[src/rtl/memory_controller_if.sv]
// memory_controller_if: core request/response and byte-RAM signals of the memory controller.
interface memory_controller_if #(parameter int ADDR_WIDTH = 64);
    logic                  memory_start;
    logic                  sel_mem_operation;
    logic [1:0]            sel_mem_size;
    logic [2:0]            sel_mem_extension;
    logic [63:0]           addr;
    logic [63:0]           data_i;
    logic [63:0]           data_o;
    logic                  memory_done;
    logic                  busy;
    logic [ADDR_WIDTH-1:0] mem_addr;
    logic [7:0]            mem_data_o;
    logic [7:0]            mem_data_i;
    logic                  mem_we;
    logic                  mem_re;
    modport master (
        output memory_start, sel_mem_operation, sel_mem_size, sel_mem_extension, addr, data_i, mem_data_i,
        input  data_o, memory_done, busy, mem_addr, mem_data_o, mem_we, mem_re
    );
    modport slave (
        input  memory_start, sel_mem_operation, sel_mem_size, sel_mem_extension, addr, data_i, mem_data_i,
        output data_o, memory_done, busy, mem_addr, mem_data_o, mem_we, mem_re
    );
endinterface

[src/rtl/memory_controller.sv]
// memory_controller: serialises 1/2/4/8-byte loads and stores onto a byte-wide synchronous RAM, little-endian.
module memory_controller #(
    parameter int ADDR_WIDTH = 64
) (
    input logic                clk,
    input logic                reset,
    memory_controller_if.slave bus
);
    typedef enum logic [2:0] {IDLE, READ, DRAIN, WRITE, DONE} state_t;
    state_t      state;
    logic [1:0]  size_r;
    logic        zext_r;
    logic [63:0] data_r;
    logic [63:0] asm_r;
    logic [2:0]  k;
    logic [2:0]  last_k;
    logic [2:0]  lane;
    logic [5:0]  sign_idx;
    logic [63:0] asm_n;
    logic [63:0] mask;
    logic [63:0] ext_val;
    logic        fill;
    // read data lags the issue by one cycle, so READ fills lane k-1 and DRAIN fills the last lane
    always_comb begin
        last_k   = 3'((4'd1 << size_r) - 4'd1);
        lane     = (state == DRAIN) ? k : k - 3'd1;
        asm_n    = asm_r;
        asm_n[{lane, 3'b000} +: 8] = bus.mem_data_i;
        sign_idx = 6'((7'd8 << size_r) - 7'd1);
        fill     = ~zext_r & asm_n[sign_idx];
        mask     = ~(64'hFFFF_FFFF_FFFF_FFFF << (7'd8 << size_r));
        ext_val  = (asm_n & mask) | ({64{fill}} & ~mask);
    end
    always_ff @(posedge clk) begin
        if (reset) begin
            state           <= IDLE;
            size_r          <= '0;
            zext_r          <= 1'b0;
            data_r          <= '0;
            asm_r           <= '0;
            k               <= '0;
            bus.data_o      <= '0;
            bus.memory_done <= 1'b0;
            bus.busy        <= 1'b0;
            bus.mem_addr    <= '0;
            bus.mem_data_o  <= '0;
            bus.mem_we      <= 1'b0;
            bus.mem_re      <= 1'b0;
        end else begin
            case (state)
                IDLE: if (bus.memory_start) begin
                    size_r         <= bus.sel_mem_size;
                    zext_r         <= bus.sel_mem_extension[2];
                    data_r         <= bus.data_i;
                    asm_r          <= '0;
                    k              <= '0;
                    bus.busy       <= 1'b1;
                    bus.mem_addr   <= bus.addr[ADDR_WIDTH-1:0];
                    bus.mem_data_o <= bus.data_i[7:0];
                    bus.mem_we     <= bus.sel_mem_operation;
                    bus.mem_re     <= ~bus.sel_mem_operation;
                    state          <= bus.sel_mem_operation ? WRITE : READ;
                end
                READ: begin
                    if (k != 3'd0) asm_r <= asm_n;
                    if (k == last_k) begin
                        bus.mem_re <= 1'b0;
                        state      <= DRAIN;
                    end else begin
                        k            <= k + 3'd1;
                        bus.mem_addr <= bus.mem_addr + ADDR_WIDTH'(1);
                    end
                end
                DRAIN: begin
                    bus.data_o      <= ext_val;
                    bus.memory_done <= 1'b1;
                    state           <= DONE;
                end
                WRITE: if (k == last_k) begin
                    bus.mem_we      <= 1'b0;
                    bus.memory_done <= 1'b1;
                    state           <= DONE;
                end else begin
                    k              <= k + 3'd1;
                    bus.mem_addr   <= bus.mem_addr + ADDR_WIDTH'(1);
                    bus.mem_data_o <= data_r[15:8];
                    data_r         <= data_r >> 8;
                end
                DONE: begin
                    bus.memory_done <= 1'b0;
                    bus.busy        <= 1'b0;
                    state           <= IDLE;
                end
                default: state <= IDLE;
            endcase
        end
    end
endmodule

[src/flat_wrapper.sv]
// flat-port wrapper written by rule: the top's interface ports become plain ports
module memory_controller_flat 
#(
    parameter int ADDR_WIDTH = 64
)
  (clk, reset, bus_memory_start, bus_sel_mem_operation, bus_sel_mem_size, bus_sel_mem_extension, bus_addr, bus_data_i, bus_mem_data_i, bus_data_o, bus_memory_done, bus_busy, bus_mem_addr, bus_mem_data_o, bus_mem_we, bus_mem_re);
  memory_controller_if #(.ADDR_WIDTH(ADDR_WIDTH)) bus_i ();
  input logic clk;
  input logic reset;
  input wire logic [$bits(bus_i.memory_start)-1:0] bus_memory_start;
  input wire logic [$bits(bus_i.sel_mem_operation)-1:0] bus_sel_mem_operation;
  input wire logic [$bits(bus_i.sel_mem_size)-1:0] bus_sel_mem_size;
  input wire logic [$bits(bus_i.sel_mem_extension)-1:0] bus_sel_mem_extension;
  input wire logic [$bits(bus_i.addr)-1:0] bus_addr;
  input wire logic [$bits(bus_i.data_i)-1:0] bus_data_i;
  input wire logic [$bits(bus_i.mem_data_i)-1:0] bus_mem_data_i;
  output wire logic [$bits(bus_i.data_o)-1:0] bus_data_o;
  output wire logic [$bits(bus_i.memory_done)-1:0] bus_memory_done;
  output wire logic [$bits(bus_i.busy)-1:0] bus_busy;
  output wire logic [$bits(bus_i.mem_addr)-1:0] bus_mem_addr;
  output wire logic [$bits(bus_i.mem_data_o)-1:0] bus_mem_data_o;
  output wire logic [$bits(bus_i.mem_we)-1:0] bus_mem_we;
  output wire logic [$bits(bus_i.mem_re)-1:0] bus_mem_re;
  assign bus_i.memory_start = bus_memory_start;
  assign bus_i.sel_mem_operation = bus_sel_mem_operation;
  assign bus_i.sel_mem_size = bus_sel_mem_size;
  assign bus_i.sel_mem_extension = bus_sel_mem_extension;
  assign bus_i.addr = bus_addr;
  assign bus_i.data_i = bus_data_i;
  assign bus_i.mem_data_i = bus_mem_data_i;
  assign bus_data_o = bus_i.data_o;
  assign bus_memory_done = bus_i.memory_done;
  assign bus_busy = bus_i.busy;
  assign bus_mem_addr = bus_i.mem_addr;
  assign bus_mem_data_o = bus_i.mem_data_o;
  assign bus_mem_we = bus_i.mem_we;
  assign bus_mem_re = bus_i.mem_re;
  memory_controller #(.ADDR_WIDTH(ADDR_WIDTH)) u_core (.clk(clk), .reset(reset), .bus(bus_i));
endmodule
[config.mk]
export PLATFORM = sky130hd
export DESIGN_NAME = memory_controller_flat
export DESIGN_NICKNAME = d
export VERILOG_FILES = /design/src/rtl/memory_controller_if.sv /design/src/rtl/memory_controller.sv /design/src/flat_wrapper.sv
export SDC_FILE = /design/constraint.sdc
export NUM_CORES = 1
export LEC_CHECK = 0
export ABC_AREA = 1
export CAP_MARGIN = 20
export CORE_ASPECT_RATIO = 1.1
export CORE_MARGIN = 3
export CORE_UTILIZATION = 56
export DETAILED_ROUTE_END_ITERATION = 10
export MAX_ROUTING_LAYER = met4
export PLACE_DENSITY = 0.86
export SLEW_MARGIN = 20
export SYNTH_ARGS = -nofsm -noshare
export SYNTH_HDL_FRONTEND = slang
export SYNTH_SLANG_ARGS = --single-unit
[constraint.sdc]
create_clock -name clk -period 5.3 [get_ports clk]
set_input_delay 1.325 -clock clk [delete_from_list [all_inputs] [get_ports clk]]
set_output_delay 1.325 -clock clk [all_outputs]
set_load 0.02 [all_outputs]
==> results of run 1 <==
## worst paths after layout
| path | start | end | cells past startpoint |
|---|---|---|---|
| hold / removal | u_core.data_r[56]$_SDFFE_PP0P_ | u_core.data_r[56]$_SDFFE_PP0P_ | 2 |
| setup reg to reg | u_core.state[0]$_SDFFE_PP0P_ | u_core.bus.data_o[60]$_SDFFE_PP0P_ | 15 |
| hold reg to reg | u_core.data_r[56]$_SDFFE_PP0P_ | u_core.data_r[56]$_SDFFE_PP0P_ | 2 |
| setup / recovery | u_core.state[0]$_SDFFE_PP0P_ | u_core.bus.data_o[60]$_SDFFE_PP0P_ | 15 |
## cells in the final DEF, fill, tap and decap left out, types with 36 or more instances in the layout
cell,count
nand2_1,460
clkdlybuf4s50_1,281
dfxtp_1,269
nor2_1,199
inv_1,195
o21ai_0,192
a21oi_1,114
a211oi_1,92
nand3_1,85
a31oi_1,60
nand4_1,36
## power by group through the flow
stage,clock (mW),sequential [mW],combinational [mW]
final,1.96,2.49,1.72
after global routing,2.07,2.51,1.88
after CTS,1.98,2.48,1.70
after detailed placement,0,2.52,1.69
after global placement,0,2.52,1.66
after floorplan,0,2.61,0.929
## stage by stage
stage | hold slack, ns | setup slack [ns]
finish | 0.463 | 1.19
global route | 0.478 | 0.807
CTS | 0.464 | 1.24
detailed placement | 0.453 | 1.27
global placement | 0.437 | 1.40
floorplan | 0.437 | 2.59
## worst max-delay path, cell delays in order (launching register included)
cell and delay (ns):
dfxtp_1 0.74, inv_2 0.16, nand3_2 0.27, nand2_1 0.08, nand2_1 0.09, inv_1 0.04, ha_1 0.21, ha_1 0.43
inv_1 0.14, nand4_1 0.42, nand2_1 0.13, nand3_1 0.15, nand2_1 0.10, nor2_4 0.16, nand3_2 0.55, a31oi_1 0.35
## flip-flops by register name, indices dropped and copies added, names as in the netlist
name / cells
u_core.state: 3
u_core.k: 3
u_core.bus.mem_addr: 64
u_core.bus.data_o: 64
u_core.bus.mem_re: 1
u_core.size_r: 2
u_core.data_r: 64
u_core.asm_r: 64
u_core.zext_r: 1
u_core.bus.memory_done: 1
u_core.bus.mem_we: 1
u_core.bus.busy: 1
## cell type report
class / instances / area, µm² / area share
diodes: 1 / 2.50 / 0.000142
clock buffers: 41 / 800 / 0.0453
clock inverters: 8 / 106 / 0.00603
inverters: 207 / 778 / 0.0441
multi-input cells: 1433 / 7250 / 0.411
flip-flops and latches: 269 / 5390 / 0.305
well taps: 310 / 388 / 0.0220
repair buffers: 292 / 2930 / 0.166
## per-layer routing
| metal | vias to the layer above | wire [µm] | share of wire |
|---|---|---|---|
| met5 | - | 0 | 0 |
| met4 | 0 | 2300 | 0.050 |
| met3 | 160 | 3690 | 0.080 |
| met2 | 649 | 21500 | 0.47 |
| met1 | 6869 | 18600 | 0.40 |
| li1 | 7228 | - | - |
## cells by family after synthesis
kind of cell    after synthesis  share of synthesized area
simple gates                867                      0.264
xor+xnor                     27                     0.0169
compound gates              532                      0.228
fa+ha+maj                     7                    0.00625
flops                       269                      0.384
buf+inv                     344                      0.101
==> impl_metrics.ini, run 1 <==
[status]
status = completed

[cts]
clkTransAtPathRegs_ns = 0.06
ctsHtreeMaxLevel = 1
numCtsBuffers = 28
cts_buffer_depth = 3
cts_tree = done
numClockSinks = 269
insertion_delay_ns = 0.56
hold_buffers = 0
post_cts_buffers = 0
ctsResizeCount = 0
cts_root_buf = clkbuf_16

[worst_hold_path]
min_path_type = reg -> reg

[power_and_ir_drop]
ir_drop_v = 0.000257
p_leak_nw = 6.43
seqPwrFrac = 0.403
powerDensity_nw_per_um2 = 350
p_comb_frac = 0.279
p_sw_mw = 2.13
netSwitchingFraction = 0.345
p_int_mw = 4.04
power.share.clock = 0.318
finalPower_mw = 6.17

[finish]
final_area_um2 = 17600
stdcell_count = 2561
nFillCells = 2038
final_util = 0.718
syn_to_final_growth_pct = 25.9
drive_gt1_frac = 0.0480
fin_nets = 2383

[placement]
place_area_um2 = 16700
dp.final_hpwl_um = 32400
portBuffers = 282
post-place-cells = 2509
gp_congestion = 1.00

[yosys]
synth_flop_cell = dfxtp_1
synth_common_cells = nand2_1, dfxtp_1, nor2_1, inv_1, o21ai_0
synth.distinct_cells = 50
synth.area.top_cells = dfxtp_1, nand2_1, o21ai_0
ys_seq_area_frac = 0.384
synth_edf_count = 0
synth_area_leader_cell = dfxtp_1
synth_area_per_cell_um2 = 6.85
synth_nets = 2198
syn_area_um2 = 14000
yosysWarnings = 0
synth.top_cell.area_share = 0.384
ys_seq_elements = 269
synth-async-reset-ratio = 0
synthCells = 2046
synth.most_common_cell = nand2_1

[grt]
grt_use_met2 = 0.542
gr-usage-met3 = 0.0638
grt.met1_usage = 0.414
grt_pass1_vias = 13800
grt_most_used_layer = met2
grt_usage = 0.337
grt_pass1_wl_um = 72000
antenna_found_initial = 1
grt_start_max_net_pins = 120
grt-ovfl-total = 0

[route]
avgRoutedWirePerCell_um = 18.0
vias_per_cell = 5.82
ant_nets = 0
drt-total-wl_um = 46000
drtIter0Drc = 1270
vias = 14900
firstDrtPassIters = 6
drc = 0

[floorplanning]
core_um2 = 24500
die_x_um = 157
dieArea_um2 = 27000
rows = 60
fp.dieH_um = 172
initial_core_util = 0.571
ios = 285

[critical_path]
cp_data_required_time_ns = 5.76
critPathKind = reg -> reg
rrSetupSlack_ns = 1.19
endpoint_kind = register
cp-start-kind = register
arrival_ns = 4.57
crit_fanout = 31

[job]
maxCapViolCount = 0

[sta]
clock_skew_ns = 0.0218
fin_crit_sh = 0.776
slew_headroom = 0.303
final_max_slew_viol_count = 0
hold_viol_final = 0
fin_crit_ns = 4.11
rsz0062_at_grt = false
tightestPinTransition_ns = 1.05
clock.fmax_mhz = 243
setup_viol = 0
final.setup.tns_ns = 0
No activity file was read; power rests on OpenSTA's default activity.
==> run 2, diff against run 1 <==
--- a/config.mk
+++ b/config.mk
@@ -9,10 +9,10 @@
 export CAP_MARGIN = 20
 export CORE_ASPECT_RATIO = 1.1
 export CORE_MARGIN = 3
-export CORE_UTILIZATION = 56
+export CORE_UTILIZATION = 52
 export DETAILED_ROUTE_END_ITERATION = 10
 export MAX_ROUTING_LAYER = met4
-export PLACE_DENSITY = 0.86
+export PLACE_DENSITY = 0.81
 export SLEW_MARGIN = 20
 export SYNTH_ARGS = -nofsm -noshare
 export SYNTH_HDL_FRONTEND = slang
==> constraint.sdc (replaced) <==
create_clock -name clk -period 3.9 [get_ports clk]
set_input_delay 0.975 -clock clk [delete_from_list [all_inputs] [get_ports clk]]
set_output_delay 0.975 -clock clk [all_outputs]
set_load 0.02 [all_outputs]
==> run 2 against run 1 <==
Count of clock-buffer cells in the layout decreased by 4. Worst hold slack worse by 0.0039 ns. Highest routed layer unchanged. Critical path type unchanged. Critical path depth shrank 1. Largest cell class unchanged. Sequential power up 35%.
==> impl_metrics.ini, run 2 (same netlist as run 1, synthesis figures left out) <==
[status]
status = completed

[floorplanning]
die_x_um = 163
dieArea_um2 = 29000
fp.dieH_um = 178
core_um2 = 26300
initial_core_util = 0.533
rows = 62
ios = 285

[cts]
cts_root_buf = clkbuf_16
numCtsBuffers = 28
post_cts_buffers = 0
numClockSinks = 269
insertion_delay_ns = 0.56
cts_buffer_depth = 3
cts_tree = done
ctsHtreeMaxLevel = 1
clkTransAtPathRegs_ns = 0.06

[sta]
fin_crit_ns = 3.34
final_max_slew_viol_count = 0
clock_skew_ns = 0.00924
setup_viol = 0
tightestPinTransition_ns = 1.10
final.setup.tns_ns = 0
hold_viol_final = 0
fin_crit_sh = 0.857
whs_ns = 0.459
fin_ws_ns = 0.559
clock.fmax_mhz = 299
slew_headroom = 0.268
rsz0062_at_grt = false

[route]
firstDrtPassIters = 5
avgRoutedWirePerCell_um = 18.5
ant_nets = 0
vias_per_cell = 5.67
drc = 0
vias = 14900
drt-total-wl_um = 48400
drtIter0Drc = 1393

[critical_path]
critPathKind = reg -> reg
r2r_end = u_core.bus.data_o[34]$_SDFFE_PP0P_
cp-start-kind = register
cp_data_required_time_ns = 4.37
arrival_ns = 3.81
rrSetupSlack_ns = 0.56
r2r-start = u_core.k[0]$_SDFFE_PP0P_
crit_fanout = 31
rr_worst_depth = 14
endpoint_kind = register

[worst_hold_path]
min_path_type = reg -> reg
hold_path_end = u_core.data_r[59]$_SDFFE_PP0P_
worstHoldPathCells = 2
hp-start = u_core.data_r[59]$_SDFFE_PP0P_

[grt]
antenna_found_initial = 1
grt_start_max_net_pins = 167
grt_usage = 0.330
grt_pass1_wl_um = 74600
grt-ovfl-total = 0
grt_pass1_vias = 13900

[power_and_ir_drop]
ir_drop_v = 0.000378
powerDensity_nw_per_um2 = 492
p_leak_nw = 6.56

[finish]
final_common_cell = nand2_1
syn_to_final_growth_pct = 27.9
fin_nets = 2395
drive_gt1_frac = 0.0556
final_cell_mix = nand2_1, clkdlybuf4s50_1, dfxtp_1, nor2_1, inv_1

[placement]
post-place-ws_ns = 0.378
portBuffers = 282
dp.final_hpwl_um = 34500
gp_congestion = 0.984

[job]
maxCapViolCount = 0
[run 2: changes by cell type in the layout (fill, tap and decap cells not counted)]
cell | before | now
bufinv_16 | 2 | 7
clkbuf_1 | 8 | 5
clkinv_2 | 4 | 5
inv_2 | 10 | 11
buf_4 | 9 | 21
clkbuf_8 | 5 | 4
inv_8 | 0 | 1
clkinvlp_4 | 2 | 1
nand3_4 | 1 | 2
nand3_2 | 6 | 5
[run 2: worst max-delay path by stage]
stage                        startpoint                                  to  slack (ns)  depth (start not counted)
4_1_cts        u_core.k[0]$_SDFFE_PP0P_  u_core.bus.data_o[34]$_SDFFE_PP0P_        0.30                         14
5_1_grt        u_core.k[0]$_SDFFE_PP0P_  u_core.bus.data_o[41]$_SDFFE_PP0P_        0.29                         14
3_3_place_gp   u_core.k[0]$_SDFFE_PP0P_  u_core.bus.data_o[50]$_SDFFE_PP0P_        0.53                         14
6_report       u_core.k[0]$_SDFFE_PP0P_  u_core.bus.data_o[34]$_SDFFE_PP0P_        0.56                         14
2_1_floorplan  u_core.k[0]$_SDFFE_PP0P_  u_core.bus.data_o[33]$_SDFFE_PP0P_        1.19                         17
3_5_place_dp   u_core.k[0]$_SDFFE_PP0P_  u_core.bus.data_o[37]$_SDFFE_PP0P_        0.38                         14
[run 2: routing by layer]
layer | part of all wire | track usage
met1 | 0.41 | 0.406
met2 | 0.48 | 0.556
met3 | 0.074 | 0.0504
met4 | 0.038 | 0.112
met5 | 0 | -
[run 2: final cells by class]
class,instances,area (µm²)
Antenna cell,1,2.50
Clock buffer,37,774
Clock inverter,15,270
Fill cell,2231,8370
Inverter,207,777
Multi-Input combinational cell,1433,7260
Sequential cell,269,5390
Tap cell,352,440
Timing Repair Buffer,304,3020
[run 2: critical path, stage by stage, from the launching register on]
cell	delay, ns
dfxtp_1	0.42
inv_1	0.16
ha_1	0.34
inv_1	0.06
nand2_1	0.05
nand2_1	0.09
inv_1	0.04
ha_1	0.20
ha_1	0.42
nand4_2	0.35
nand2_1	0.19
nand3_1	0.13
nand3_2	0.18
nand3_4	0.33
a31oi_1	0.29
[run 2: what timing repair did]
action	in CTS	in global routing
endpoints found under the setup margin	0	6
gates resized for setup	0	1
hold buffers	0	0
[run 2: report_power, final]
group | switching, mW | internal, mW | leakage, nW
clock network | 1.17 | 1.86 | 0.511
logic | 1.50 | 0.915 | 3.85
registers | 0.315 | 3.06 | 2.20
total | 2.98 | 5.84 | 6.56
[run 2: through the flow]
stage / utilization / cells / total power [mW] / area, µm²
after floorplan: - / 2046 / 4.81 / 14000
final: 0.682 / 2618 / 8.82 / 17900
after detailed placement: 0.640 / 2564 / 5.78 / 16800
after CTS: 0.680 / 2616 / 8.81 / 17900
after global routing: 0.682 / 2618 / 9.19 / 17900
after global placement: 0.640 / 2564 / 5.74 / 16800
